===== config.mk =====
export PLATFORM = sky130hd
export DESIGN_NAME = rv32e_cpu_core
export DESIGN_NICKNAME = d
export VERILOG_FILES = /design/src/rtl/rv32e_pkg.sv /design/src/rtl/rv32e_alu.sv /design/src/rtl/rv32e_cpu_core.sv
export SDC_FILE = /design/constraint.sdc
export NUM_CORES = 2
export LEC_CHECK = 0
export CAP_MARGIN = 5
export CORE_AREA = 5 5 335 304
export DETAILED_ROUTE_END_ITERATION = 8
export DIE_AREA = 0 0 340 309
export PLACE_DENSITY = 0.69
export SKIP_LAST_GASP = 1
export SYNTH_ARGS = -nofsm -noshare
export SYNTH_HDL_FRONTEND = slang
export SYNTH_SLANG_ARGS = --single-unit

===== constraint.sdc =====
create_clock -name clk -period 23.1 [get_ports clk]
set_clock_uncertainty 0.05 [all_clocks]
set_input_delay 5.775 -clock clk [delete_from_list [all_inputs] [get_ports clk]]
set_output_delay 5.775 -clock clk [all_outputs]
set_load 0.005 [all_outputs]

===== src/rtl/rv32e_pkg.sv =====
// Shared encodings for the RV32E core: opcodes, funct3 values, ALU operations and reset PC.
package rv32e_pkg;

  localparam logic [31:0] RESET_PC_DEFAULT = 32'h0000_0000;

  localparam logic [6:0] OP_LUI    = 7'h37;
  localparam logic [6:0] OP_AUIPC  = 7'h17;
  localparam logic [6:0] OP_JAL    = 7'h6F;
  localparam logic [6:0] OP_JALR   = 7'h67;
  localparam logic [6:0] OP_BRANCH = 7'h63;
  localparam logic [6:0] OP_LOAD   = 7'h03;
  localparam logic [6:0] OP_STORE  = 7'h23;
  localparam logic [6:0] OP_IMM    = 7'h13;
  localparam logic [6:0] OP_REG    = 7'h33;

  localparam logic [2:0] F3_BEQ  = 3'd0;
  localparam logic [2:0] F3_BNE  = 3'd1;
  localparam logic [2:0] F3_BLT  = 3'd4;
  localparam logic [2:0] F3_BGE  = 3'd5;
  localparam logic [2:0] F3_BLTU = 3'd6;
  localparam logic [2:0] F3_BGEU = 3'd7;

  localparam logic [2:0] F3_LB  = 3'd0;
  localparam logic [2:0] F3_LH  = 3'd1;
  localparam logic [2:0] F3_LW  = 3'd2;
  localparam logic [2:0] F3_LBU = 3'd4;
  localparam logic [2:0] F3_LHU = 3'd5;
  localparam logic [2:0] F3_SW  = 3'd2;

  localparam logic [2:0] F3_ADD  = 3'd0;
  localparam logic [2:0] F3_SLL  = 3'd1;
  localparam logic [2:0] F3_SLT  = 3'd2;
  localparam logic [2:0] F3_SLTU = 3'd3;
  localparam logic [2:0] F3_XOR  = 3'd4;
  localparam logic [2:0] F3_SR   = 3'd5;
  localparam logic [2:0] F3_OR   = 3'd6;
  localparam logic [2:0] F3_AND  = 3'd7;

  typedef enum logic [3:0] {
    ALU_ADD, ALU_SUB, ALU_SLL, ALU_SLT, ALU_SLTU,
    ALU_XOR, ALU_SRL, ALU_SRA, ALU_OR,  ALU_AND
  } alu_op_t;

  // alt selects SUB/SRA; callers only raise it where the encoding allows.
  function automatic alu_op_t alu_op_decode(input logic [2:0] funct3, input logic alt);
    case (funct3)
      F3_ADD:  return alt ? ALU_SUB : ALU_ADD;
      F3_SLL:  return ALU_SLL;
      F3_SLT:  return ALU_SLT;
      F3_SLTU: return ALU_SLTU;
      F3_XOR:  return ALU_XOR;
      F3_SR:   return alt ? ALU_SRA : ALU_SRL;
      F3_OR:   return ALU_OR;
      default: return ALU_AND;
    endcase
  endfunction

endpackage


===== src/rtl/rv32e_alu.sv =====
// Combinational integer ALU; shifts use the low five bits of b.
module rv32e_alu
  import rv32e_pkg::*;
(
  input  logic [31:0] a,
  input  logic [31:0] b,
  input  alu_op_t     alu_op,
  output logic [31:0] result
);

  logic [4:0] shamt;
  assign shamt = b[4:0];

  // NOTE: every path assigns result, so no latch can be inferred here.
  always_comb begin
    case (alu_op)
      ALU_ADD:  result = a + b;
      ALU_SUB:  result = a - b;
      ALU_SLL:  result = a << shamt;
      ALU_SLT:  result = {31'd0, $signed(a) < $signed(b)};
      ALU_SLTU: result = {31'd0, a < b};
      ALU_XOR:  result = a ^ b;
      ALU_SRL:  result = a >> shamt;
      ALU_SRA:  result = $unsigned($signed(a) >>> shamt);
      ALU_OR:   result = a | b;
      ALU_AND:  result = a & b;
      default:  result = '0;
    endcase
  end

endmodule


===== src/rtl/rv32e_cpu_core.sv =====
// Single-cycle RV32E core: fetch, decode, execute, data access and writeback retire on one edge.
module rv32e_cpu_core
  import rv32e_pkg::*;
#(
  parameter logic [31:0] RESET_PC = RESET_PC_DEFAULT
) (
  input  logic        clk,
  input  logic        rst_n,
  input  logic [31:0] instr_data,
  input  logic [31:0] mem_data,
  output logic [31:0] instr_addr,
  output logic [31:0] mem_addr,
  output logic [31:0] mem_wdata,
  output logic        mem_we,
  output logic        mem_re
);

  logic [31:0] pc_q, pc_d, pc_plus4;
  logic [31:0] rf_q [16];
  logic [31:0] rf_d [16];

  logic [6:0]  opcode, funct7;
  logic [4:0]  rd, rs1, rs2;
  logic [2:0]  funct3;
  logic [31:0] imm_i, imm_s, imm_b, imm_u, imm_j;
  logic [31:0] rs1_val, rs2_val;

  assign opcode  = instr_data[6:0];
  assign rd      = instr_data[11:7];
  assign funct3  = instr_data[14:12];
  assign rs1     = instr_data[19:15];
  assign rs2     = instr_data[24:20];
  assign funct7  = instr_data[31:25];
  assign imm_i   = {{20{instr_data[31]}}, instr_data[31:20]};
  assign imm_s   = {{20{instr_data[31]}}, instr_data[31:25], instr_data[11:7]};
  assign imm_b   = {{19{instr_data[31]}}, instr_data[31], instr_data[7], instr_data[30:25],
                    instr_data[11:8], 1'b0};
  assign imm_u   = {instr_data[31:12], 12'h000};
  assign imm_j   = {{11{instr_data[31]}}, instr_data[31], instr_data[19:12], instr_data[20],
                    instr_data[30:21], 1'b0};
  assign rs1_val = rf_q[rs1[3:0]];
  assign rs2_val = rf_q[rs2[3:0]];

  logic        legal, uses_rs1, uses_rs2, writes_rd, valid;
  logic [31:0] alu_a, alu_b, alu_res;
  alu_op_t     alu_op;

  always_comb begin
    legal     = 1'b0;
    uses_rs1  = 1'b0;
    uses_rs2  = 1'b0;
    writes_rd = 1'b0;
    alu_a     = rs1_val;
    alu_b     = imm_i;
    alu_op    = ALU_ADD;
    case (opcode)
      OP_LUI:    begin legal = 1'b1; writes_rd = 1'b1; alu_a = '0; alu_b = imm_u; end
      OP_AUIPC:  begin legal = 1'b1; writes_rd = 1'b1; alu_a = pc_q; alu_b = imm_u; end
      OP_JAL:    begin legal = 1'b1; writes_rd = 1'b1; end
      OP_JALR:   begin legal = (funct3 == 3'd0); writes_rd = 1'b1; uses_rs1 = 1'b1; end
      OP_BRANCH: begin legal = (funct3[2:1] != 2'b01); uses_rs1 = 1'b1; uses_rs2 = 1'b1; end
      OP_LOAD: begin
        legal     = funct3 inside {F3_LB, F3_LH, F3_LW, F3_LBU, F3_LHU};
        writes_rd = 1'b1;
        uses_rs1  = 1'b1;
      end
      OP_STORE: begin
        legal    = (funct3 == F3_SW);
        uses_rs1 = 1'b1;
        uses_rs2 = 1'b1;
        alu_b    = imm_s;
      end
      OP_IMM: begin
        legal = (funct3 == F3_SLL) ? (funct7 == 7'h00) :
                (funct3 == F3_SR)  ? (funct7 == 7'h00 || funct7 == 7'h20) : 1'b1;
        writes_rd = 1'b1;
        uses_rs1  = 1'b1;
        alu_op    = alu_op_decode(funct3, funct3 == F3_SR && funct7[5]);
      end
      OP_REG: begin
        legal = (funct7 == 7'h00) || (funct7 == 7'h20 && (funct3 == F3_ADD || funct3 == F3_SR));
        writes_rd = 1'b1;
        uses_rs1  = 1'b1;
        uses_rs2  = 1'b1;
        alu_b     = rs2_val;
        alu_op    = alu_op_decode(funct3, funct7[5]);
      end
      default: ;
    endcase
  end

  // x16..x31 do not exist on RV32E, so any reference to them turns the instruction into a NOP.
  assign valid = legal && !(writes_rd && rd[4]) && !(uses_rs1 && rs1[4]) && !(uses_rs2 && rs2[4]);

  rv32e_alu u_alu (
    .a      (alu_a),
    .b      (alu_b),
    .alu_op (alu_op),
    .result (alu_res)
  );

  logic        br_taken;
  logic [31:0] byte_lane, load_val, rd_wdata;
  logic [15:0] half_lane;

  always_comb begin
    case (funct3)
      F3_BEQ:  br_taken = (rs1_val == rs2_val);
      F3_BNE:  br_taken = (rs1_val != rs2_val);
      F3_BLT:  br_taken = ($signed(rs1_val) <  $signed(rs2_val));
      F3_BGE:  br_taken = ($signed(rs1_val) >= $signed(rs2_val));
      F3_BLTU: br_taken = (rs1_val <  rs2_val);
      F3_BGEU: br_taken = (rs1_val >= rs2_val);
      default: br_taken = 1'b0;
    endcase
    byte_lane = mem_data >> {alu_res[1:0], 3'b000};
    half_lane = alu_res[1] ? mem_data[31:16] : mem_data[15:0];
    case (funct3)
      F3_LB:   load_val = {{24{byte_lane[7]}}, byte_lane[7:0]};
      F3_LH:   load_val = {{16{half_lane[15]}}, half_lane};
      F3_LBU:  load_val = {24'd0, byte_lane[7:0]};
      F3_LHU:  load_val = {16'd0, half_lane};
      default: load_val = mem_data;
    endcase
  end

  always_comb begin
    pc_plus4 = pc_q + 32'd4;
    pc_d     = pc_plus4;
    rf_d     = rf_q;
    rd_wdata = alu_res;
    if (valid) begin
      case (opcode)
        OP_JAL:    begin pc_d = pc_q + imm_j; rd_wdata = pc_plus4; end
        OP_JALR:   begin pc_d = {alu_res[31:1], 1'b0}; rd_wdata = pc_plus4; end
        OP_BRANCH: if (br_taken) pc_d = pc_q + imm_b;
        OP_LOAD:   rd_wdata = load_val;
        default: ;
      endcase
      if (writes_rd && rd[3:0] != 4'd0) rf_d[rd[3:0]] = rd_wdata;
    end
  end

  // NOTE: the register file is reset explicitly because software relies on x1..x15 reading 0.
  // NOTE: state flops use non-blocking assignments so all of them sample the same pre-edge values.
  always_ff @(posedge clk or posedge rst_n) begin
    if (rst_n) begin
      pc_q <= RESET_PC;
      rf_q <= '{default: '0};
    end else begin
      pc_q <= pc_d;
      rf_q <= rf_d;
    end
  end

  assign instr_addr = pc_q;
  assign mem_re     = !rst_n && valid && (opcode == OP_LOAD);
  assign mem_we     = !rst_n && valid && (opcode == OP_STORE);
  assign mem_addr   = (mem_re || mem_we) ? alu_res : 32'd0;
  assign mem_wdata  = mem_we ? rs2_val : 32'd0;

`ifndef SYNTHESIS
  function automatic string decode_instruction(input logic [31:0] ins);
    logic [4:0]  d, s1, s2;
    logic [2:0]  f;
    logic [31:0] ii, is, ib, ij;
    string       mn;
    d  = ins[11:7];
    f  = ins[14:12];
    s1 = ins[19:15];
    s2 = ins[24:20];
    ii = {{20{ins[31]}}, ins[31:20]};
    is = {{20{ins[31]}}, ins[31:25], ins[11:7]};
    ib = {{19{ins[31]}}, ins[31], ins[7], ins[30:25], ins[11:8], 1'b0};
    ij = {{11{ins[31]}}, ins[31], ins[19:12], ins[20], ins[30:21], 1'b0};
    mn = "";
    case (ins[6:0])
      OP_LUI:   return $sformatf("lui x%0d, 0x%0h", d, ins[31:12]);
      OP_AUIPC: return $sformatf("auipc x%0d, 0x%0h", d, ins[31:12]);
      OP_JAL:   return $sformatf("jal x%0d, %0d", d, $signed(ij));
      OP_JALR:  if (f == 3'd0) return $sformatf("jalr x%0d, %0d(x%0d)", d, $signed(ii), s1);
      OP_BRANCH: begin
        case (f)
          3'd0: mn = "beq";  3'd1: mn = "bne";  3'd4: mn = "blt";
          3'd5: mn = "bge";  3'd6: mn = "bltu"; 3'd7: mn = "bgeu";
          default: mn = "";
        endcase
        if (mn != "") return $sformatf("%s x%0d, x%0d, %0d", mn, s1, s2, $signed(ib));
      end
      OP_LOAD: begin
        case (f)
          3'd0: mn = "lb"; 3'd1: mn = "lh"; 3'd2: mn = "lw"; 3'd4: mn = "lbu"; 3'd5: mn = "lhu";
          default: mn = "";
        endcase
        if (mn != "") return $sformatf("%s x%0d, %0d(x%0d)", mn, d, $signed(ii), s1);
      end
      OP_STORE: begin
        case (f)
          3'd0: mn = "sb"; 3'd1: mn = "sh"; 3'd2: mn = "sw";
          default: mn = "";
        endcase
        if (mn != "") return $sformatf("%s x%0d, %0d(x%0d)", mn, s2, $signed(is), s1);
      end
      OP_IMM: begin
        case (f)
          3'd0: mn = "addi"; 3'd2: mn = "slti"; 3'd3: mn = "sltiu"; 3'd4: mn = "xori";
          3'd6: mn = "ori";  3'd7: mn = "andi";
          3'd1: return $sformatf("slli x%0d, x%0d, %0d", d, s1, s2);
          default: return $sformatf("%s x%0d, x%0d, %0d", ins[30] ? "srai" : "srli", d, s1, s2);
        endcase
        return $sformatf("%s x%0d, x%0d, %0d", mn, d, s1, $signed(ii));
      end
      OP_REG: begin
        case (f)
          3'd0: mn = ins[30] ? "sub" : "add"; 3'd1: mn = "sll"; 3'd2: mn = "slt";
          3'd3: mn = "sltu"; 3'd4: mn = "xor"; 3'd5: mn = ins[30] ? "sra" : "srl";
          3'd6: mn = "or";   default: mn = "and";
        endcase
        return $sformatf("%s x%0d, x%0d, x%0d", mn, d, s1, s2);
      end
      default: ;
    endcase
    return "unknown";
  endfunction
`endif

endmodule


# --- Word level (Yosys, flattened, before mapping) ---
# Cells that the tools add are included.
totals:
  regBits: 544
  out_inout_bits: 98
  word_cells: 139
  in_bits: 66
op_classes:
  muxes: 35
  shift: 4
  n_eq_ne: 29
  order_cmp: 10
  add_sub_neg: 5
  bitwise_logic: 6
  n_reduce_logical: 33
ops:
  columns: ["op", "n"]
  rows:
  - ["$bwmux 512", 1]
  - ["$mux 32", 10]
  - ["$pmux 32 s10", 1]
  - ["$bmux 32 s4", 2]
  - ["$pmux 32 s3", 2]
  - ["$demux 32 s4", 1]
  - ["$lt 32x32->1", 4]
  - ["$pmux 32 s2", 2]
  - ["$pmux 32 s4", 1]
  - ["$add 32x32->32", 3]
  - ["$ge 32x32->1", 2]
  - ["$pmux 4 s7", 2]
  - ["$add 32x3->32 const B", 1]
  - ["$and 32x32->32", 1]
  - ["$eq 32x32->1", 1]
  - ["$ne 32x32->1", 1]
  - ["$or 32x32->32", 1]
  - ["$shl 32x5->32", 1]
  - ["$shr 32x5->32", 1]
  - ["$shr 32x5->8", 1]
  - ["$sshr 32x5->32", 1]
  - ["$sub 32x32->32", 1]
  - ["$xor 32x32->32", 1]
  - ["$eq 7x6->1 const B", 4]
  - ["32 further kinds", 76]

# --- Longest topological paths before layout ---
logic_depth:
  ltp_word: 12
  mapped_depth: 28
  ltp_nobuf: 21

# --- By module ---
# A second synthesis with hierarchy kept.
hier_totals:
  hier_cells: 3951
  hier_area_um2: 42958.7
by_module_without_submodules:
  columns: ["module", "seq_area_each_um2", "cells_per_inst", "area_each_um2", "n_inst"]
  rows:
  - ["rv32e_cpu_core", 13588.0, 2770, 34599.4, 1]
  - ["rv32e_alu", 0.0, 1181, 8359.3, 1]

# --- Worst setup path before layout ---
# Ideal clock, no wire load.
synth_path:
  kind: "input -> output"
  from: "input port instr_data[20]"
  to: "output port mem_addr[27]"
  t_arrival_ns: 11.915
  path_slack_ns: 5.360
  required_ns: 17.275
  n_path_buf: 7
  path_stages: 23
  path_cell_list: "buf_4 -> buf_12 -> buf_6 -> clkbuf_1 -> buf_1 -> buf_1 -> mux4_2 -> mux4_2 -> inv_1 -> o21ai_0 -> ha_1 -> clkbuf_1 -> or4_1 -> or3_1 -> a221oi_1 -> o32ai_1 -> o31ai_1 -> a211oi_1 -> o311a_1 -> a21oi_1 -> xnor2_1 -> a211oi_1 -> nor2_1"
synth_between:
  elab_chain_cells: 8
  elab_cells_between_ends: 15
  cone_classes: "2 x add/sub; 3 x shift; 6 x mux; 4 x bitwise"
synth_lines:
  columns: ["element", "line", "text"]
  rows:
  - ["start: declaration", "rv32e_cpu_core.sv:9", "input logic [31:0] instr_data,"]
  - ["$not 4->5 (implied by the code)", "rv32e_cpu_core.sv:42", "assign rs2_val = rf_q[rs2[3:0]];"]
  - ["$bmux 32 s4", "rv32e_cpu_core.sv:42", null]
  - ["$mux 32 (implied by the code) (2 in series)", "rv32e_cpu_core.sv:42", null]
  - ["$pmux 32 s3 *", "rv32e_cpu_core.sv:56", "case (opcode)"]
  - ["$sub 32x32->32, or another cell as far along", "rv32e_alu.sv:18", "ALU_SUB: result = a - b;"]
  - ["$pmux 32 s10 *", "rv32e_alu.sv:16", "case (alu_op)"]
  - ["$mux 32 *", "rv32e_cpu_core.sv:159", "assign mem_addr = (mem_re || mem_we) ? alu_res : 32'd0;"]
  - ["end: declaration", "rv32e_cpu_core.sv:12", "output logic [31:0] mem_addr,"]
# Every way passes the cells marked *; elsewhere a longest branch is shown, timed or not. The select of a mux whose other input is x is not followed.

# --- Worst setup path in the final report ---
layout_path:
  from: "input port instr_data[6]"
  to: "output port mem_addr[27]"
layout_between:
  elab_chain_cells: 12
  elab_cells_between_ends: 54
  cone_classes: "2 x add/sub; 18 x eq/ne; 3 x shift; 9 x mux; 3 x bitwise; 19 x reduce/logical"
layout_lines:
  columns: ["element", "line"]
  rows:
  - ["branches (longest 11 deep; another with $sub 32x32->32)", null]
  - ["$mux 32 *", "rv32e_cpu_core.sv:159"]
# Mark *: on every way between the ends.

==> impl_metrics.py <==
metrics = {
    "detailed_routing": {
        "wl_mm": 200,
        "drcViolationCount": 0,
        "route.detailed.wl_per_inst_um": 34.5,
        "antenna_left": 0,
        "drtIter0Drc": 6314,
        "dr.pass1.iters": 6,
        "vias_per_cell": 7.11,
        "vias": 41300,
    },
    "clocking": {
        "postCtsSetupRepairBufs": 0,
        "clockBufferDepth": 3,
        "hold_buffers": 0,
        "cts_buffers": 57,
        "clk_latency_ns": 0.66,
        "cts_sinks": 543,
        "htreeDepth": 2,
        "cts_resized": 0,
        "cts_tree": "done",
        "clk_pin_slew_worst_paths_ns": 0.06,
        "root_buffer": "clkbuf_16",
    },
    "worst_setup_path": {
        "regToRegSetupSlack_ns": 15.04,
        "rr_endpoint": "rf_q[247]",
        "r2r_cells": 19,
        "crit_type": "in2out",
        "crit_start": "instr_data[6]",
        "endpoint": "mem_addr[27]",
        "cp-start-kind": "primary input",
        "critPathCaptureType": "primary output",
        "reg2reg_from": "rf_q[141]",
        "critPathMaxFanout": 32,
        "worstPathArrival_ns": 14.10,
        "critPathRequiredTime_ns": 17.28,
    },
    "min_path": {
        "min_from": "rf_q[507]",
        "min_path_type": "reg2reg",
    },
    "layout": {
        "area_delta_synth_final_pct": 10.4,
        "n_fill_cell": 8948,
        "final_cell_mix": "543 x dfrtp_1, 460 x nor2_1, 439 x a21oi_1",
        "fin_nets": 4715,
        "drive_above_1_share": 0.194,
        "final_common_cell": "dfrtp_1",
    },
    "timing": {
        "grt_setup_unrepaired": "no",
        "whs_ns": 0.345,
        "clock.fmax_mhz": 50.2,
        "fin_tns_setup_ns": 0,
        "drv_slew": 0,
        "hold_violations": 0,
        "relSlewSlack": 0.108,
        "finalCritPeriodShare": 0.863,
        "period_needed_ns": 19.93,
        "tightest_slew_ns": 1.33,
        "finalSetupViolCount": 0,
    },
    "grt": {
        "grt_pass1_wl_mm": 286,
        "grt_use_total": 0.368,
        "grt_max_degree": 172,
        "gr-total-overflow": 0,
        "grt_antenna_before_repair": 13,
        "grt_pass1_vias": 39000,
    },
    "power": {
        "comb_power_share": 0.314,
        "p_int_w": 0.00187,
        "p_clk_frac": 0.340,
        "p_sw_w": 0.00112,
        "total_leakage_power_nw": 20.3,
        "powerDensity_nw_per_um2": 62.1,
        "p_seq_frac": 0.347,
        "vdd_drop_max_v": 0.0000603,
        "power_switching_share": 0.374,
    },
    "synth": {
        "netlist_area_um2": 43700,
        "ys_seq_elements": 543,
        "synth_edf_count": 0,
        "syn_nets": 4796,
        "synth_cells": 4553,
        "avgSynthCellArea_um2": 9.59,
        "synth_ff_type": "dfrtp_1",
        "ys_async_sr_fraction": 1.00,
        "yosysSeqAreaShare": 0.311,
        "ys_warn_count": 0,
        "synth.distinct_cells": 118,
    },
    "place": {
        "port_buffers": 162,
        "gp_congestion": 1.07,
        "dp_hpwl_mm": 145,
    },
    "floorplanning": {
        "fp.dieH_um": 309,
        "fp-row-count": 109,
        "io_pins": 164,
        "initial_utilization": 0.447,
        "die_area_um2": 105000,
        "core_area_um2": 97800,
        "die_x_um": 340,
    },
    "run": {
        "drv_cap": 0,
    },
    "outcome": {
        "outcome": "complete, no violations",
    },
}
## cells in the mapped netlist (27+ instances only)
library cell | count | area (µm²)
a221oi_1 | 32 | 280
nand3_1 | 71 | 355
o21bai_1 | 27 | 203
a21oi_1 | 444 | 2220
clkbuf_1 | 295 | 1110
a22oi_1 | 48 | 360
nor3_1 | 68 | 340
nand2_1 | 261 | 980
buf_1 | 36 | 135
nor2_1 | 468 | 1760
o21ai_0 | 206 | 1030
mux4_2 | 250 | 5630
buf_2 | 42 | 210
a21o_1 | 53 | 398
xnor2_1 | 61 | 534
o22ai_1 | 105 | 657
o211ai_1 | 57 | 428
mux2i_1 | 156 | 1560
ha_1 | 173 | 2160
a211oi_1 | 94 | 706
dfrtp_1 | 543 | 13600
nand4_1 | 43 | 269
a31oi_1 | 62 | 388
mux2_2 | 248 | 2790
nand2b_1 | 34 | 213
inv_1 | 146 | 548
o221a_2 | 33 | 372
## cell families (layout without fill, tap and decap cells)
group                      count (synthesis)  after routing  synth area share
AOI/OAI and AO/OA                       1425           1425             0.219
xor gates and xnor gates                  82             82            0.0164
adders and majority gates                177            177            0.0514
buffers and inverters                    577            542            0.0573
DFF                                      543            543             0.311
muxes                                    660            660             0.232
other                                      1              7         0.0000859
and+or+nand+nor                         1088           1088             0.113
## layer usage
| metal | part of all wire | wire [µm] | vias up | global-route usage |
|---|---|---|---|---|
| met1 | 0.39 | 77600 | 20600 | 0.498 |
| met5 | 0.00054 | 108 | - | 0 |
| met3 | 0.14 | 27300 | 625 | 0.126 |
| li1 | - | - | 17000 | - |
| met4 | 0.066 | 13300 | 10 | 0.197 |
| met2 | 0.41 | 81600 | 3046 | 0.524 |
## power groups by stage
stage          logic, W  registers [W]  clock network [W]
4_1_cts        0.000896        0.00103            0.00103
6_report       0.000939        0.00104            0.00102
2_1_floorplan  0.000543        0.00101                  0
3_5_place_dp   0.000891        0.00105                  0
5_1_grt        0.000972        0.00103            0.00106
3_3_place_gp   0.000892        0.00105                  0
## worst max-delay path: stages
cell             delay (ns)
clkdlybuf4s50_1        0.71
nand4bb_4              0.23
buf_4                  0.45
nor3_2                 0.19
nand2_1                0.12
buf_4                  0.35
and3_1                 0.82
a21oi_1                0.08
o21ai_0                0.16
ha_1                   0.37
or4_1                  0.66
or3_1                  0.41
a221oi_1               0.51
o32ai_1                0.30
o31ai_1                0.67
a211oi_1               0.33
o311a_1                0.38
a21oi_1                0.19
xnor2_1                0.09
a211oi_1               0.64
nor2_1                 0.12
clkdlybuf4s50_1        0.48
## cell type report
cell class / instances / area (µm²) / area share
multi-input combinational: 3433 / 27800 / 0.577
clock buffer: 79 / 1620 / 0.0336
clock inverter: 26 / 453 / 0.00940
inverter: 160 / 608 / 0.0126
tap: 1276 / 1600 / 0.0331
antenna: 6 / 15.0 / 0.000312
sequential: 543 / 13600 / 0.282
timing repair buffer: 277 / 2510 / 0.0520
## metrics by stage
stage,instance area [µm²],power [W],worst slack (ns),std cells,util
after floorplan,43700,0.00156,2.10,4553,-
after global placement,46100,0.00194,3.57,5689,0.472
after detailed placement,46100,0.00194,3.49,5689,0.472
after CTS,48200,0.00295,3.46,5794,0.493
after global routing,48200,0.00307,2.94,5794,0.493
final,48200,0.00299,3.17,5800,0.493
## how the worst min path moves through the flow
stage / to / slack (ns) / cells after the start
after floorplan: rf_q[498] / 0.39 / 1
after global placement: rf_q[498] / 0.32 / 0
after detailed placement: rf_q[499] / 0.33 / 0
after CTS: rf_q[494] / 0.35 / 0
after global routing: rf_q[507] / 0.36 / 0
final: rf_q[507] / 0.35 / 0
## registers in the layout, indices dropped and copies added (netlist names)
register / flops
rf_q: 512
instr_addr: 31
No activity file was read; power rests on OpenSTA's default activity.
